--- config.mk ---
export PLATFORM = sky130hd
export DESIGN_NAME = frv_fetch_realign_buffer
export DESIGN_NICKNAME = d
export VERILOG_FILES = /design/src/rtl/frv_fetch_realign_buffer_pkg.sv /design/src/rtl/frv_fetch_realign_buffer.sv
export SDC_FILE = /design/constraint.sdc
export NUM_CORES = 1
export LEC_CHECK = 0
export CAP_MARGIN = 0
export CORE_MARGIN = 2
export CORE_UTILIZATION = 50
export DETAILED_ROUTE_END_ITERATION = 7
export PLACE_DENSITY = 0.77
export RECOVER_POWER = 100
export SLEW_MARGIN = 15
export SYNTH_ARGS = -nofsm -noshare
export SYNTH_HDL_FRONTEND = slang
export SYNTH_SLANG_ARGS = --single-unit
--- constraint.sdc ---
create_clock -name g_clk -period 4.3 [get_ports g_clk]
set_input_delay 0.645 -clock g_clk [delete_from_list [all_inputs] [get_ports g_clk]]
set_output_delay 0.645 -clock g_clk [all_outputs]
set_load 0.03 [all_outputs]
--- src/rtl/frv_fetch_realign_buffer_pkg.sv ---
// frv_fetch_realign_buffer_pkg: shared halfword type and compressed-opcode helpers
package frv_fetch_realign_buffer_pkg;
  typedef logic [15:0] halfword_t;
  localparam logic [1:0] OPC_32 = 2'b11;
  function automatic logic is_rvc(halfword_t h);
    return h[1:0] != OPC_32;
  endfunction
endpackage

--- src/rtl/frv_fetch_realign_buffer.sv ---
// frv_fetch_realign_buffer: halfword shift buffer realigning fetch words into 16/32-bit instructions
module frv_fetch_realign_buffer
  import frv_fetch_realign_buffer_pkg::*;
#(
  parameter int BUF_HW = 4,
  parameter int XL = 31
) (
  input  logic          g_clk,
  input  logic          g_reset,
  input  logic          flush,
  output logic          f_ready,
  input  logic          f_4byte,
  input  logic          f_2byte,
  input  logic          f_err,
  input  logic [XL:0]   f_in,
  output logic [2:0]    buf_depth,
  output logic [2:0]    n_buf_depth,
  output logic [XL:0]   buf_out,
  output logic          buf_16,
  output logic          buf_32,
  output logic          buf_out_2,
  output logic          buf_out_4,
  output logic          buf_err,
  output logic          buf_valid,
  input  logic          buf_ready
);
  halfword_t slot_q [BUF_HW];
  halfword_t slot_n [BUF_HW];
  halfword_t slot_x [BUF_HW+2];
  logic [BUF_HW-1:0] err_q, err_n;
  logic [BUF_HW+1:0] err_x;
  logic [1:0] pop, push;
  logic [3:0] base, raw;
  logic d1, d2;
  function automatic logic [1:0] pop_count(logic rvc, logic e0, logic [2:0] d);
    return (rvc || (e0 && d == 3'd1)) ? 2'd1 : 2'd2;
  endfunction
  assign d1 = buf_depth >= 3'd1;
  assign d2 = buf_depth >= 3'd2;
  assign buf_16 = is_rvc(slot_q[0]);
  assign buf_32 = !buf_16;
  assign buf_out = buf_16 ? {16'h0, slot_q[0]} : {slot_q[1], slot_q[0]};
  assign buf_out_2 = d1 && buf_16;
  assign buf_out_4 = d2 && buf_32;
  assign buf_err = err_q[0] || (buf_32 && d2 && err_q[1]);
  assign buf_valid = buf_out_2 || buf_out_4 || (d1 && err_q[0]);
  assign f_ready = buf_depth <= 3'(BUF_HW - 2);
  assign pop = (buf_valid && buf_ready) ? pop_count(buf_16, err_q[0], buf_depth) : 2'd0;
  assign push = f_4byte ? 2'd2 : f_2byte ? 2'd1 : 2'd0;
  assign base = {1'b0, buf_depth} - {2'b0, pop};
  assign raw = base + {2'b0, push};
  // excess halfwords beyond capacity are dropped
  assign n_buf_depth = flush ? 3'd0 : (raw > 4'(BUF_HW) ? 3'(BUF_HW) : raw[2:0]);
  always_comb begin
    slot_x = '{default: '0};
    for (int i = 0; i < BUF_HW; i++) slot_x[i] = slot_q[i];
    err_x = {2'b00, err_q};
  end
  for (genvar i = 0; i < BUF_HW; i++) begin : g_slot
    halfword_t sh;
    logic es, wr0, wr1;
    assign sh = pop == 2'd2 ? slot_x[i+2] : pop == 2'd1 ? slot_x[i+1] : slot_x[i];
    assign es = pop == 2'd2 ? err_x[i+2] : pop == 2'd1 ? err_x[i+1] : err_x[i];
    assign wr0 = push != 2'd0 && base == 4'(i);
    assign wr1 = f_4byte && base + 4'd1 == 4'(i);
    assign slot_n[i] = wr0 ? (f_4byte ? f_in[15:0] : f_in[31:16]) : wr1 ? f_in[31:16] : sh;
    assign err_n[i] = (4'(i) < {1'b0, n_buf_depth}) && ((wr0 || wr1) ? f_err : es);
  end
  always_ff @(posedge g_clk or posedge g_reset) begin
    if (g_reset) begin
      buf_depth <= 3'd0;
      slot_q <= '{default: '0};
      err_q <= '0;
    end else begin
      buf_depth <= n_buf_depth;
      slot_q <= slot_n;
      err_q <= err_n;
    end
  end
  always_ff @(posedge g_clk) begin
    if (!g_reset && !flush) begin
      assert (!(f_4byte && f_2byte));
      assert (raw <= 4'(BUF_HW));
    end
  end
endmodule

; ---- After elaboration in Yosys (flattened, before gate mapping)
; Cells that the tools add are included.
[op_classes]
n_div = 0
magnitude_cmp = 8
mul = 0
mux = 36
n_reduce_logical = 34
bitwise_logic = 0
eq_ne = 10
shifts = 0
add_sub_neg = 3
[op_table]
columns = op, count
row1 = 16-bit 2-to-1 mux, 17
row2 = 32-bit 2-to-1 mux, 1
row3 = 1-bit logical AND, 18
row4 = "4-bit by 2-bit == test with 1-bit output, second input constant", 4
row5 = 4-bit nonzero test, 4
row6 = 1-bit 2-to-1 mux, 13
row7 = "4-bit by 1-bit == test with 1-bit output, second input constant", 2
row8 = 4-bit logical NOT, 2
row9 = 1-bit logical OR, 8
row10 = "1-bit by 3-bit < comparator with 1-bit output, first input constant", 2
row11 = "2-bit by 3-bit < comparator with 1-bit output, first input constant", 2
row12 = 2-bit 2-to-1 mux, 3
row13 = 3-bit 2-to-1 mux, 2
row14 = "4-bit by 1-bit adder with 4-bit output, second input constant", 1
row15 = 4-bit by 2-bit adder with 4-bit output, 1
row16 = "4-bit by 3-bit > comparator with 1-bit output, second input constant", 1
row17 = 3-bit by 2-bit subtractor with 4-bit output, 1
row18 = "3-bit by 1-bit == test with 1-bit output, second input constant", 1
row19 = "3-bit by 1-bit greater-or-equal comparator with 1-bit output, second input constant", 1
row20 = "3-bit by 2-bit greater-or-equal comparator with 1-bit output, second input constant", 1
row21 = "3-bit by 2-bit less-or-equal comparator with 1-bit output, second input constant", 1
row22 = "2-bit by 1-bit == test with 1-bit output, second input constant", 1
row23 = "2-bit == test, second input constant", 1
row24 = "2-bit inequality test, second input constant", 1
row25 = 2 further kinds, 2
[word_totals]
reg_bits = 71
inputBits = 39
mem_count = 0
wordCells = 97
out_inout_bits = 45
latch_bits = 0
rom_bits = 0
ram_bits = 0

; ---- Longest topological paths before layout
[depth]
word_depth = 14
ltp_mapped = 15
depth_no_buf = 10

; ---- Worst setup path after synthesis
; OpenSTA, ideal clock, no wires.
[synth_path]
path_kind = register -> output
start = register buf_depth[2]
end = output port n_buf_depth[1]
n_path_buf = 3
required_time_ps = 3655
t_arrival_ps = 4083
path_stages_with_launch = 14
setup_slack_ps = -428
cell_sequence = dfrtp_1 -> buf_6 -> or3b_2 -> a21oi_1 -> buf_4 -> buf_4 -> ha_1 -> inv_1 -> fa_1 -> ha_1 -> a21oi_1 -> xnor2_1 -> o22ai_1 -> nor3b_1
[synth_via]
elab_chain_cells = 11
word_cells_on_any_way = 18
cone_classes = 2 x add/sub / 3 x order compare / 1 x eq/ne / 4 x mux / 8 x reduce/logical
[synth_rtl]
columns = item, line_no
row1 = "start, declared", frv_fetch_realign_buffer.sv:16  ; output logic [2:0] buf_depth,
row2 = "start signal, assigned", frv_fetch_realign_buffer.sv:75  ; buf_depth <= n_buf_depth;
row3 = 3-bit by 1-bit greater-or-equal comparator with 1-bit output / 3-bit by 2-bit greater-or-equal comparator with 1-bit output (equally long branches), "frv_fetch_realign_buffer.sv:38, frv_fetch_realign_buffer.sv:39"
row4 = 1-bit logical AND (on tied branches), "frv_fetch_realign_buffer.sv:43, frv_fetch_realign_buffer.sv:44"
row5 = 1-bit logical OR (2 in a row), frv_fetch_realign_buffer.sv:46  ; assign buf_valid = buf_out_2 || buf_out_4 || (d1 && err_q[0]);
row6 = 1-bit logical AND, frv_fetch_realign_buffer.sv:48  ; assign pop = (buf_valid && buf_ready) ? pop_count(buf_16, err_q[0], buf_depth) : 2'd0;
row7 = 2-bit 2-to-1 mux, frv_fetch_realign_buffer.sv:48
row8 = 3-bit by 2-bit subtractor with 4-bit output (*), frv_fetch_realign_buffer.sv:50  ; assign base = {1'b0, buf_depth} - {2'b0, pop};
row9 = 4-bit by 2-bit adder with 4-bit output (*), frv_fetch_realign_buffer.sv:51  ; assign raw = base + {2'b0, push};
row10 = 4-bit by 3-bit > comparator with 1-bit output, frv_fetch_realign_buffer.sv:53  ; assign n_buf_depth = flush ? 3'd0 : (raw > 4'(BUF_HW) ? 3'(BUF_HW) : raw[2:0]);
row11 = 3-bit 2-to-1 mux (*) (2 in a row), frv_fetch_realign_buffer.sv:53
row12 = "end, declared", frv_fetch_realign_buffer.sv:17  ; output logic [2:0] n_buf_depth,
; Mark *: on every way between the ends. The rest lies on a longest branch, timed or not.

; ---- Final worst setup path
[layout_path]
start = register buf_depth[1]
end = output port n_buf_depth[2]
; Same word-level chain as after synthesis.

==> results by group <==
Detailed routing
  • DRT Pass-1 Iters: 7
  • Routed vias/inst: 6.61
  • Final wirelength: 15.9 mm
  • Routed len/inst: 22.4 um
  • Antenna-violating nets left: 0
  • Post-route DRC: 0
  • Iter 0 DRT Violations: 307
  • Vias: 4682

CTS
  • Post-cts hold buffer count: 0
  • CTS Buffer Depth: 2
  • CTS sink count: 71
  • CTS H-Tree Depth: 3
  • Cts bufs inserted: 9
  • Worst skew pair latency: 360 ps
  • Worst-path clk slew: 80 ps
  • CTS tree: done
  • Root Buffer: clkbuf_8

Logic synthesis
  • Number of synthesized register bits: 71
  • Top cell type's share of synthesized area: 35.1%
  • Post-synth top area cell: dfrtp_1
  • Synth warn: 0
  • Synth area leaders: dfrtp_1 35%, mux2i_1 9.7%, a221oi_2 5.9%
  • Number of distinct library cells after synthesis: 59
  • EDFF count, synth: 0
  • Mapped Nets: 551
  • Ys flop type: dfrtp_1
  • Top-count cell post-synth: dfrtp_1
  • Mapped Area: 0.00506 mm2
  • Avg Inst Size Synth: 10.0 um2
  • Post-synth top cells: 71 x dfrtp_1, 49 x mux2i_1, 40 x nand2_1
  • Cells after synthesis: 506
  • Ys async rst share: 100%
  • Sequential share of the synthesized area: 35.1%

Global routing
  • Vias in the first global route: 4752
  • GRT overflow: 0
  • GRT Util Overall: 29.2%
  • Initial antenna violation count: 0
  • Largest net degree at the start of global routing: 39
  • First-pass GRT wire length: 25.0 mm

Setup path
  • WP data required: 3650 ps
  • CP max FO: 5
  • Worst path cell trace: or3b_2, a21oi_1, ha_1, inv_1, fa_1, ha_1, a21oi_2, xnor2_1, o22ai_2, buf_4, nor2_1, buf_4
  • Crit path buffers/inverters: 3
  • Setup crit start kind: register
  • Delay-heaviest family, CP: adder cells
  • Critical Path Max Stage Delay: 500 ps
  • Critical path type: reg2out
  • CP endpoint kind: output port
  • Highest-delay cell along the critical path: fa_1
  • Worst Path Arrival: 3480 ps

Place
  • PortBufs: 83
  • DP Wirelength: 10.3 mm
  • Area after DPL: 0.00588 mm2
  • Routability cong.: 0.860

STA
  • Final Critical Period: 4130 ps
  • FMAX: 242 MHz
  • Worst Max-Slew Pin Slew: 1550 ps
  • Slew HR: -3.73%
  • WHS: 514 ps
  • Final Hold Fails: 0
  • Clock Skews: 8.49 ps
  • Fin crit share: 96.0%
  • Max-slew violations: 39
  • Final Setup Violations: 0
  • Setup TNS: 0 ps

Power and ir drop
  • Power Density: 982 mW/mm2
  • LEAKAGE: 2.97 nW
  • Max VDD drop: 0.000462 V

Flow run
  • Max-cap violations: 1

Die
  • Initial Util: 51.5%
  • Chip Height: 105 um
  • Die area: 0.0109 mm2
  • Rows: 36
  • Ports: 84
  • Core area: 0.00982 mm2
  • Die X: 105 um

Final layout
  • Area grow syn2layout: 21.1%
  • Final core utilization: 62.4%
  • Share of cells above drive strength 1: 19.3%
  • Nets: 615
  • Fillers: 834
  • Design area: 0.00613 mm2
  • Antenna cells: 0

Worst hold path
  • Hold crit path type: reg2reg

Status
  • Failing checks: capacitance limit, slew limit
  • Status: finished with violations
registers in the layout, indices dropped and copies added (netlist names):
signal	count
slot_q	64
err_q	4
buf_depth	3
metal layers:
metal  share of wire (%)  global-route usage, %
met4                 3.6                   15.2
met5                   0                  0.476
met2                  48                   45.4
met3                 8.3                   6.67
met1                  41                   37.9
worst paths after layout:
path / slack, ps / from / to / depth (start not counted)
setup reg to reg: 450 / buf_depth[1]$_DFF_PP0_ / slot_q[30]$_DFFE_PP0P_ / 12
min in group asynchronous: 1200 / g_reset / slot_q[50]$_DFFE_PP0P_ / 2
hold reg to reg: 510 / slot_q[37]$_DFFE_PP0P_ / slot_q[37]$_DFFE_PP0P_ / 1
hold / removal: 510 / slot_q[37]$_DFFE_PP0P_ / slot_q[37]$_DFFE_PP0P_ / 1
setup / recovery: 170 / buf_depth[1]$_DFF_PP0_ / n_buf_depth[2] / 12
max in group asynchronous: 1520 / g_reset / slot_q[14]$_DFFE_PP0P_ / 3
logic make-up after synthesis:
| kind of cell | share of synthesized area [%] |
|---|---|
| AOI/OAI and AO/OA | 28.9 |
| xor gates and xnor gates | 0.816 |
| adders and majority gates | 1.78 |
| buffers and inverters | 8.28 |
| DFF | 35.1 |
| muxes | 13.3 |
| and+or+nand+nor | 11.8 |
where the power goes:
part	internal [mW]	switching [mW]	leakage [nW]
logic	1.61	2.53	1.98
registers	1.01	0.259	0.880
clock network	0.343	0.274	0.110
timing repair:
action | 4_1_cts | 5_1_grt
hold endpoints to repair | 0 | 0
setup buffers | 0 | 2
gates resized for setup | 0 | 3
endpoints found under the setup margin | 0 | 3
placed cells by master (no fill, tap or decap), types with 3 or more instances in the layout:
cell	n
a211oi_1	13
clkbuf_8	10
dlygate4sd3_1	43
a21oi_2	3
mux2_2	16
a21oi_1	22
nor2_1	25
inv_1	8
a211o_1	16
o22ai_1	32
mux2i_1	49
a21o_1	16
ha_1	4
and3_1	16
a221oi_2	20
a221oi_1	15
nor2b_1	3
dfrtp_1	70
buf_4	30
clkdlybuf4s50_1	36
nor3_1	17
nand2_1	40
a22oi_1	16
layout make-up:
cell class              instances  area [um2]  area share (%)
clock inverters                 5        81.3            1.33
repair buffers                111        1030            16.7
well taps                     133         166            2.72
inverters                       9        38.8           0.633
clock buffers                  11         141            2.31
flip-flops and latches         71        1780            29.0
multi-input cells             368        2900            47.3
stage by stage:
step / std cells / setup slack (ps) / power [mW]
after floorplan: 506 / 77.7 / 4.25
after global placement: 690 / 222 / 5.25
after detailed placement: 690 / 153 / 5.37
after CTS: 706 / 2.22 / 6.00
after global routing: 708 / -4.69 / 6.35
final: 708 / 173 / 6.02
No activity file was read; power rests on OpenSTA's default activity.
